[src/rtl/muldiv_pkg.sv]
// Shared encodings for the iterative M-extension multiply/divide unit.
package muldiv_pkg;

   localparam logic [2:0] F3_MUL    = 3'b000;
   localparam logic [2:0] F3_MULH   = 3'b001;
   localparam logic [2:0] F3_MULHSU = 3'b010;
   localparam logic [2:0] F3_MULHU  = 3'b011;
   localparam logic [2:0] F3_DIV    = 3'b100;
   localparam logic [2:0] F3_DIVU   = 3'b101;
   localparam logic [2:0] F3_REM    = 3'b110;
   localparam logic [2:0] F3_REMU   = 3'b111;

   typedef enum logic [1:0] {
      StIdle = 2'b00,
      StCalc = 2'b01,
      StFix  = 2'b10,
      StDone = 2'b11
   } state_e;

   typedef enum logic [1:0] {
      OpMulLo = 2'b00,
      OpMulHi = 2'b01,
      OpDivQ  = 2'b10,
      OpDivR  = 2'b11
   } op_e;

endpackage

[src/rtl/muldiv_decoder.sv]
// Maps funct3 to operation class and per-operand signedness.
module muldiv_decoder
   import muldiv_pkg::*;
(
   input  logic [2:0] funct3_i,
   output op_e        op_o,
   output logic       a_signed_o,
   output logic       b_signed_o
);

   always_comb begin
      op_o       = OpMulLo;
      a_signed_o = 1'b0;
      b_signed_o = 1'b0;
      unique case (funct3_i)
         F3_MUL: begin
            op_o = OpMulLo;
         end
         F3_MULH: begin
            op_o       = OpMulHi;
            a_signed_o = 1'b1;
            b_signed_o = 1'b1;
         end
         F3_MULHSU: begin
            op_o       = OpMulHi;
            a_signed_o = 1'b1;
         end
         F3_MULHU: begin
            op_o = OpMulHi;
         end
         F3_DIV: begin
            op_o       = OpDivQ;
            a_signed_o = 1'b1;
            b_signed_o = 1'b1;
         end
         F3_DIVU: begin
            op_o = OpDivQ;
         end
         F3_REM: begin
            op_o       = OpDivR;
            a_signed_o = 1'b1;
            b_signed_o = 1'b1;
         end
         F3_REMU: begin
            op_o = OpDivR;
         end
         default: begin
            op_o = OpMulLo;
         end
      endcase
   end

endmodule

[src/rtl/muldiv_unit.sv]
// Iterative multiply/divide unit: one bit per cycle on operand magnitudes, sign fix at the end.
module muldiv_unit
   import muldiv_pkg::*;
#(
   parameter int unsigned XLEN = 32
) (
   input  logic            clk,
   input  logic            reset,
   input  logic            start,
   input  logic            kill,
   input  logic [2:0]      funct3,
   input  logic [XLEN-1:0] a,
   input  logic [XLEN-1:0] b,
   output logic            busy,
   output logic            done,
   output logic [XLEN-1:0] result
);

   localparam int unsigned CntW = $clog2(XLEN);

   state_e            state_q, state_d;
   op_e               op_q, op_d;
   logic [CntW-1:0]   count_q, count_d;
   logic [XLEN-1:0]   hi_q, hi_d;
   logic [XLEN-1:0]   lo_q, lo_d;
   logic [XLEN-1:0]   opb_q, opb_d;
   logic [XLEN-1:0]   a_q, a_d;
   logic              a_neg_q, a_neg_d;
   logic              b_neg_q, b_neg_d;
   logic              b_zero_q, b_zero_d;
   logic [XLEN-1:0]   result_q, result_d;

   op_e               dec_op;
   logic              dec_a_signed;
   logic              dec_b_signed;

   muldiv_decoder u_decoder (
      .funct3_i   (funct3),
      .op_o       (dec_op),
      .a_signed_o (dec_a_signed),
      .b_signed_o (dec_b_signed)
   );

   logic              in_a_neg, in_b_neg, in_is_div;
   logic [XLEN-1:0]   in_a_mag, in_b_mag;

   assign in_a_neg  = dec_a_signed & a[XLEN-1];
   assign in_b_neg  = dec_b_signed & b[XLEN-1];
   assign in_a_mag  = in_a_neg ? (~a + 1'b1) : a;
   assign in_b_mag  = in_b_neg ? (~b + 1'b1) : b;
   assign in_is_div = (dec_op == OpDivQ) || (dec_op == OpDivR);

   logic              is_div;
   logic [XLEN:0]     mul_sum;
   logic [XLEN:0]     div_shift;
   logic [XLEN:0]     div_diff;
   logic              div_ok;

   assign is_div    = (op_q == OpDivQ) || (op_q == OpDivR);
   // Multiply: hi accumulates, lo holds the multiplier and shifts out its used bits.
   assign mul_sum   = {1'b0, hi_q} + (lo_q[0] ? {1'b0, opb_q} : '0);
   // Divide: hi is the partial remainder, lo shifts dividend bits out and quotient bits in.
   assign div_shift = {hi_q, lo_q[XLEN-1]};
   assign div_diff  = div_shift - {1'b0, opb_q};
   assign div_ok    = ~div_diff[XLEN];

   logic [2*XLEN-1:0] product, prod_fix;
   logic [XLEN-1:0]   quot_fix, rem_fix, fix_val;

   assign product  = {hi_q, lo_q};
   assign prod_fix = (a_neg_q ^ b_neg_q) ? (~product + 1'b1) : product;

   always_comb begin
      quot_fix = lo_q;
      rem_fix  = hi_q;
      if (b_zero_q) begin
         quot_fix = '1;
         rem_fix  = a_q;
      end else begin
         if (a_neg_q ^ b_neg_q) quot_fix = ~lo_q + 1'b1;
         if (a_neg_q)           rem_fix  = ~hi_q + 1'b1;
      end
   end

   always_comb begin
      fix_val = prod_fix[XLEN-1:0];
      unique case (op_q)
         OpMulLo: fix_val = prod_fix[XLEN-1:0];
         OpMulHi: fix_val = prod_fix[2*XLEN-1:XLEN];
         OpDivQ:  fix_val = quot_fix;
         OpDivR:  fix_val = rem_fix;
         default: fix_val = prod_fix[XLEN-1:0];
      endcase
   end

   always_comb begin
      state_d  = state_q;
      op_d     = op_q;
      count_d  = count_q;
      hi_d     = hi_q;
      lo_d     = lo_q;
      opb_d    = opb_q;
      a_d      = a_q;
      a_neg_d  = a_neg_q;
      b_neg_d  = b_neg_q;
      b_zero_d = b_zero_q;
      result_d = result_q;

      unique case (state_q)
         StIdle: begin
            if (start && !kill) begin
               state_d  = StCalc;
               count_d  = CntW'(XLEN - 1);
               op_d     = dec_op;
               a_d      = a;
               a_neg_d  = in_a_neg;
               b_neg_d  = in_b_neg;
               b_zero_d = (b == '0);
               hi_d     = '0;
               lo_d     = in_is_div ? in_a_mag : in_b_mag;
               opb_d    = in_is_div ? in_b_mag : in_a_mag;
            end
         end
         StCalc: begin
            if (kill) begin
               state_d = StIdle;
            end else begin
               if (is_div) begin
                  hi_d = div_ok ? div_diff[XLEN-1:0] : div_shift[XLEN-1:0];
                  lo_d = {lo_q[XLEN-2:0], div_ok};
               end else begin
                  hi_d = mul_sum[XLEN:1];
                  lo_d = {mul_sum[0], lo_q[XLEN-1:1]};
               end
               if (count_q == '0) begin
                  state_d = StFix;
               end else begin
                  count_d = count_q - 1'b1;
               end
            end
         end
         StFix: begin
            if (kill) begin
               state_d = StIdle;
            end else begin
               state_d  = StDone;
               result_d = fix_val;
            end
         end
         StDone: begin
            state_d = StIdle;
         end
         default: begin
            state_d = StIdle;
         end
      endcase
   end

   always_ff @(posedge clk or posedge reset) begin
      if (reset) begin
         state_q  <= StIdle;
         op_q     <= OpMulLo;
         count_q  <= '0;
         hi_q     <= '0;
         lo_q     <= '0;
         opb_q    <= '0;
         a_q      <= '0;
         a_neg_q  <= 1'b0;
         b_neg_q  <= 1'b0;
         b_zero_q <= 1'b0;
         result_q <= '0;
      end else begin
         state_q  <= state_d;
         op_q     <= op_d;
         count_q  <= count_d;
         hi_q     <= hi_d;
         lo_q     <= lo_d;
         opb_q    <= opb_d;
         a_q      <= a_d;
         a_neg_q  <= a_neg_d;
         b_neg_q  <= b_neg_d;
         b_zero_q <= b_zero_d;
         result_q <= result_d;
      end
   end

   assign busy   = (state_q != StIdle);
   assign done   = (state_q == StDone);
   assign result = result_q;

endmodule

[config.mk]
export PLATFORM = sky130hd
export DESIGN_NAME = muldiv_unit
export DESIGN_NICKNAME = d
export VERILOG_FILES = /design/src/rtl/muldiv_pkg.sv /design/src/rtl/muldiv_decoder.sv /design/src/rtl/muldiv_unit.sv
export SDC_FILE = /design/constraint.sdc
export NUM_CORES = 1
export LEC_CHECK = 0
export CORE_MARGIN = 5
export CORE_UTILIZATION = 45
export CTS_CLUSTER_SIZE = 24
export DETAILED_ROUTE_END_ITERATION = 6
export GPL_ROUTABILITY_DRIVEN = 0
export PLACE_DENSITY = 0.61
export SLEW_MARGIN = 5
export SYNTH_ARGS = -nofsm -noshare
export SYNTH_HDL_FRONTEND = slang
export SYNTH_SLANG_ARGS = --single-unit
[constraint.sdc]
create_clock -name clk -period 6.6 [get_ports clk]
set_input_delay 0.66 -clock clk [delete_from_list [all_inputs] [get_ports clk]]
set_output_delay 0.66 -clock clk [all_outputs]
set_load 0.02 [all_outputs]
# Word level (Yosys, flattened, before mapping)
# Index checks and enable logic that the tools add are counted.
classes:
  n_addsub: 8
  n_eq_ne: 19
  n_mux: 32
  bitwise_logic: 10
  n_reduce_logical: 21
ops:
  columns: ["op", "n"]
  rows:
  - ["$mux W32", 16]
  - ["$add A32 B1 Y32 const B", 4]
  - ["$not A32 Y32", 4]
  - ["$pmux W32 S2", 2]
  - ["$pmux W32 S4", 1]
  - ["$add A64 B1 Y64 const B", 1]
  - ["$mux W64", 1]
  - ["$not A64 Y64", 1]
  - ["$add A32 B32 Y33", 1]
  - ["$sub A33 B32 Y33", 1]
  - ["$logic_not A32 Y1", 1]
  - ["$pmux W2 S4", 2]
  - ["$mux W5", 3]
  - ["$eq A2 B2 Y1 const B", 6]
  - ["$eq A3 B3 Y1 const B", 4]
  - ["$pmux W5 S2", 1]
  - ["$mux W2", 4]
  - ["$eq A3 B2 Y1 const B", 2]
  - ["$ne A2 B2 Y1 const B", 3]
  - ["$reduce_and A2 Y1", 3]
  - ["$reduce_or A3 Y1", 2]
  - ["$logic_not A5 Y1", 1]
  - ["$sub A5 B1 Y5 const B", 1]
  - ["$eq A2 B1 Y1 const B", 2]
  - ["other kinds (16)", 23]
totals:
  ff_bits: 172
  output_inout_bits: 34

# Longest topological paths before layout
logic_depth:
  ltp_word: 8
  ltp_mapped: 15

# By module
# From an unflattened synthesis, not the netlist that was laid out.
unflattened:
  hier_cells: 2083
  hier_area_um2: 15900.2
modules_own_cells:
  columns: ["module", "n_inst", "cells_per_inst", "area_each_um2", "seq_area_each_um2"]
  rows:
  - ["muldiv_unit", 1, 2076, 15856.5, 4304.1]
  - ["muldiv_decoder", 1, 7, 43.8, 0.0]

# Worst setup path before layout
# OpenSTA, ideal clock, no wires.
synth_timing:
  path_type: "register -> register"
  startpoint: "reg hi_q[0]"
  endpoint: "reg hi_q[30]"
  arrival_ps: 3341
  t_required_ps: 6474
  slack_ps: 3132
  path_stages_with_launch: 15
  path_buffers: 2
  period_less_slack_ps: 3468
  cell_sequence: "dfrtp_1 clkbuf_1 inv_1 fa_1 nor2b_1 o31a_1 o21a_1 a211oi_1 or2_2 o41ai_1 or2_2 buf_2 mux2i_1 nor2_1 a221o_1"
synth_between:
  elab_chain_len: 5
synth_rtl:
  columns: ["item", "line", "rtl"]
  rows:
  - ["start: declaration", "muldiv_unit.sv:24", "logic [XLEN-1:0] hi_q, hi_d;"]
  - ["start signal: assignment", "muldiv_unit.sv:176", "hi_q <= hi_d;"]
  - ["$sub A33 B32 Y33", "muldiv_unit.sv:64", "assign div_diff = div_shift - {1'b0, opb_q};"]
  - ["$mux W32", "muldiv_unit.sv:129", "hi_d = div_ok ? div_diff[XLEN-1:0] : div_shift[XLEN-1:0];"]
  - ["$mux W32 *", "muldiv_unit.sv:128", "if (is_div) begin"]
  - ["$mux W32 *", "muldiv_unit.sv:125", "if (kill) begin"]
  - ["$pmux W32 S2 *", "muldiv_unit.sv:109", "unique case (state_q)"]
# Every way passes the cells marked *; elsewhere a longest branch is shown, timed or not. The select of a mux whose other input is x is not followed.
# A chain may end at the register's enable or synchronous reset.

# Worst setup path after layout
layout_timing:
  startpoint: "reg lo_q[0]"
  endpoint: "reg hi_q[31]"
layout_between:
  elab_chain_len: 5
layout_rtl:
  columns: ["item", "line", "rtl"]
  rows:
  - ["start: declaration", "muldiv_unit.sv:25", "logic [XLEN-1:0] lo_q, lo_d;"]
  - ["start signal: assignment", "muldiv_unit.sv:177", "lo_q <= lo_d;"]
  - ["$mux W32", "muldiv_unit.sv:61", "assign mul_sum = {1'b0, hi_q} + (lo_q[0] ? {1'b0, opb_q} : '0);"]
  - ["$add A32 B32 Y33", "muldiv_unit.sv:61", null]
  - ["$mux W32", "muldiv_unit.sv:128", null]
  - ["$mux W32", "muldiv_unit.sv:125", null]
  - ["$pmux W32 S2", "muldiv_unit.sv:109", null]
# No other way between the ends. The select of a mux whose other input is x is not followed.

==> results by group <==
Run
  – Max-cap violations: 0

Critical path
  – Critical path peak fanout: 31
  – CP max stage delay: 0.83 ns
  – Critical path buffers and inverters: 1
  – CP Launch Type: flop
  – Critical Path End Type: flop
  – Critical path class: reg2reg
  – Required @ worst endpoint: 6.96 ns
  – CP most frequent cell: nand2_1
  – CP max stage cell: inv_1
  – Kind of cell adding the most delay to the critical path: compound AO/OA/AOI/OAI gates
  – CP Data Arrival Time: 5.01 ns
  – CP Cell Sequence: inv_1, nor2_1, ha_1, nor2b_1, o22ai_1, o31ai_1, a2111o_1, nand2_1, o311ai_0, a21oi_1, o211ai_1, nand2_1, a221oi_1

GRT
  – Largest net degree at the start of global routing: 95
  – Global-route wire length before repair: 89900 um
  – Grt ovf: 0
  – Total global-route track usage: 29.7%
  – Vias in the first global route: 15000
  – Initial antenna violation count: 0

Synthesis
  – Syn nets: 2279
  – Ys flop type: dfrtp_1
  – Cells after synthesis: 2136
  – Post-synthesis mux area share: 3.21%
  – Yosys cell types: 84
  – Mapped cell area: 15900 um2
  – Ys Warns: 0
  – Xor and xnor area share after synthesis: 11.0%
  – Adder-cell share of the synthesized area: 5.77%
  – Post-synth EDFFs: 0
  – Seq/Total Area, Yosys: 27.1%
  – Mapped Avg Cell Area: 7.43 um2
  – Async S/R FF share, synth: 100%
  – Synthesis-stage register bit count: 172
  – Largest family of logic cells by synthesized area: compound AO/OA/AOI/OAI gates
  – Complex-gate fraction of the synthesized area: 25.7%
  – Simple-gate portion of the synthesized area: 21.5%

Clock tree
  – Worst skew pair latency: 0.47 ns
  – Longest Clk Path Bufs: 2
  – CTS root buf: clkbuf_16
  – Sink Count: 172
  – Post-CTS sizing: 0
  – Post-CTS setup buffer count: 0
  – CTS Hold Bufs: 0
  – CTS buffer count: 17
  – CTS clk-pin slew, worst paths: 0.07 ns
  – H-Tree Depth: 4
  – CTS tree: built

Pwr
  – Total power: 7070 uW
  – Comb power frac: 58.2%
  – Switching share of total power: 50.7%
  – Sequential share of power: 26.6%
  – Clock network power share: 15.2%
  – Internal: 3480 uW
  – Worst VDD drop: 0.318 mV
  – P_leak: 0.00751 uW
  – P_sw: 3580 uW
  – Power density over the cells: 399 nW/um2

STA
  – TNS Setup: 0 ns
  – Fin. Hold Viols: 0
  – Clock Skew: 0.0145 ns
  – Final Max Slew Viols: 0
  – Worst slew pin tran: 1.15 ns
  – Final Setup Violations: 0
  – FMAX: 215 MHz
  – Unrepaired setup endpoints after global routing: false
  – Period minus WS final: 4.65 ns
  – Worst relative slew slack: 22.9%
  – Final period utilization: 70.5%

Cells and area
  – Area of the multi-input gates: 10700 um2
  – Share of cells above drive strength 1: 5.03%
  – Nets: 2280
  – Fillcell total: 3421
  – Seq. cell area: 4310 um2
  – Area Overhead vs Synth: 11.4%
  – Most frequent cells in the layout: nand2_1 (295), nor2_1 (234), a21oi_1 (213)
  – Commonest non-fill, non-tap cell in the layout: nand2_1

Floorplanning
  – Standard-cell rows: 68
  – Die height: 198 um
  – Initial Util: 45.7%
  – Die width: 198 um
  – Core footprint: 34700 um2
  – Total I/O pin count: 105
  – Full die area: 39100 um2

Placement
  – Post-DP HPWL: 44900 um
  – I/O Buffers: 104

Drt
  – Vias: 16200
  – Total wire length: 59400 um
  – Via density: 6.22
  – DRC: 0
  – DRC marker count from the first detailed-route iteration: 1977
  – Wire per inst: 22.8 um
  – Antenna Nets Post-Route: 0
  – 1st-pass router iterations: 6

Status
  – Outcome: finished clean

Worst hold path
  – Hold crit path type: reg2reg
## cells by family after synthesis
group	after synthesis
simple gates	757
compound gates	669
buf+inv	216
xor+xnor	200
flops	172
fa+ha+maj	72
mux	50
## per-stage QoR
stage | instance area, um2 | hold slack, ns | instances | setup slack (ns) | utilization [%]
final | 17700 | 0.472 | 2605 | 1.95 | 51.0
after global placement | 17100 | 0.459 | 2573 | 2.19 | 49.2
after detailed placement | 17100 | 0.459 | 2573 | 2.08 | 49.2
after CTS | 17700 | 0.479 | 2604 | 2.05 | 50.9
after global routing | 17700 | 0.494 | 2604 | 1.66 | 50.9
after floorplan | 15900 | 0.437 | 2136 | 1.28 | -
## worst min-delay path, cell delays in order, from the launching register on
cell and delay (ns):
dfrtp_1 0.34, nand2_1 0.05, nand2_1 0.05
## Yosys cell counts, drive strengths merged (24+ instances only)
| cell type | instances | area share [%] |
|---|---|---|
| nand2 | 295 | 7.0 |
| nor2 | 236 | 5.6 |
| a21oi | 213 | 6.7 |
| o21ai | 208 | 6.6 |
| dfrtp | 172 | 27 |
| xnor2 | 119 | 6.6 |
| clkbuf | 113 | 2.7 |
| xor2 | 81 | 4.5 |
| ha | 70 | 5.5 |
| inv | 70 | 1.7 |
| nor3 | 55 | 1.8 |
| mux2i | 43 | 2.7 |
| a21o | 34 | 1.6 |
| buf | 33 | 1.2 |
| nand3 | 29 | 0.98 |
| o31ai | 25 | 1.3 |
| a31oi | 24 | 0.95 |
## power by group through the flow
stage / Sequential, uW / Clock [uW] / Combinational (uW)
2_1_floorplan: 1500 / 0 / 3200
5_1_grt: 1890 / 1120 / 4480
6_report: 1880 / 1080 / 4110
3_3_place_gp: 1860 / 0 / 3940
3_5_place_dp: 1870 / 0 / 3980
4_1_cts: 1850 / 1080 / 4000
## layout make-up
cell class | instances | share of cell area (%)
multi-input combinational | 1748 | 60.6
clock buffer | 18 | 2.48
antenna | 1 | 0.0141
sequential | 172 | 24.4
inverter | 70 | 1.51
tap | 455 | 3.22
clock inverter | 13 | 0.891
timing repair buffer | 128 | 6.88
## state kept, by name (all words and copies together) (netlist names), 2 cells and up
name and count:
op_q 2, hi_q 32, state_q 2, result 32, opb_q 32, a_q 32
lo_q 32, count_q 5
## path summary, 6_finish.rpt
path	start	to	slack [ns]	depth (start not counted)
min in group asynchronous	reset	opb_q[22]	0.67	2
max reg2reg	lo_q[0]	hi_q[31]	1.95	13
min	result[23]	result[23]	0.47	2
max in group asynchronous	reset	result[3]	4.50	3
max	lo_q[0]	hi_q[31]	1.95	13
min reg2reg	result[23]	result[23]	0.47	2
## layer usage
layer | up-vias | part of all wire (%) | track usage, %
met3 | 120 | 11 | 8.24
met4 | 0 | 3.7 | 9.87
li1 | 7548 | - | -
met2 | 866 | 42 | 43.7
met5 | - | 0 | 0
met1 | 7658 | 43 | 42.1
No activity file was read; power rests on OpenSTA's default activity.
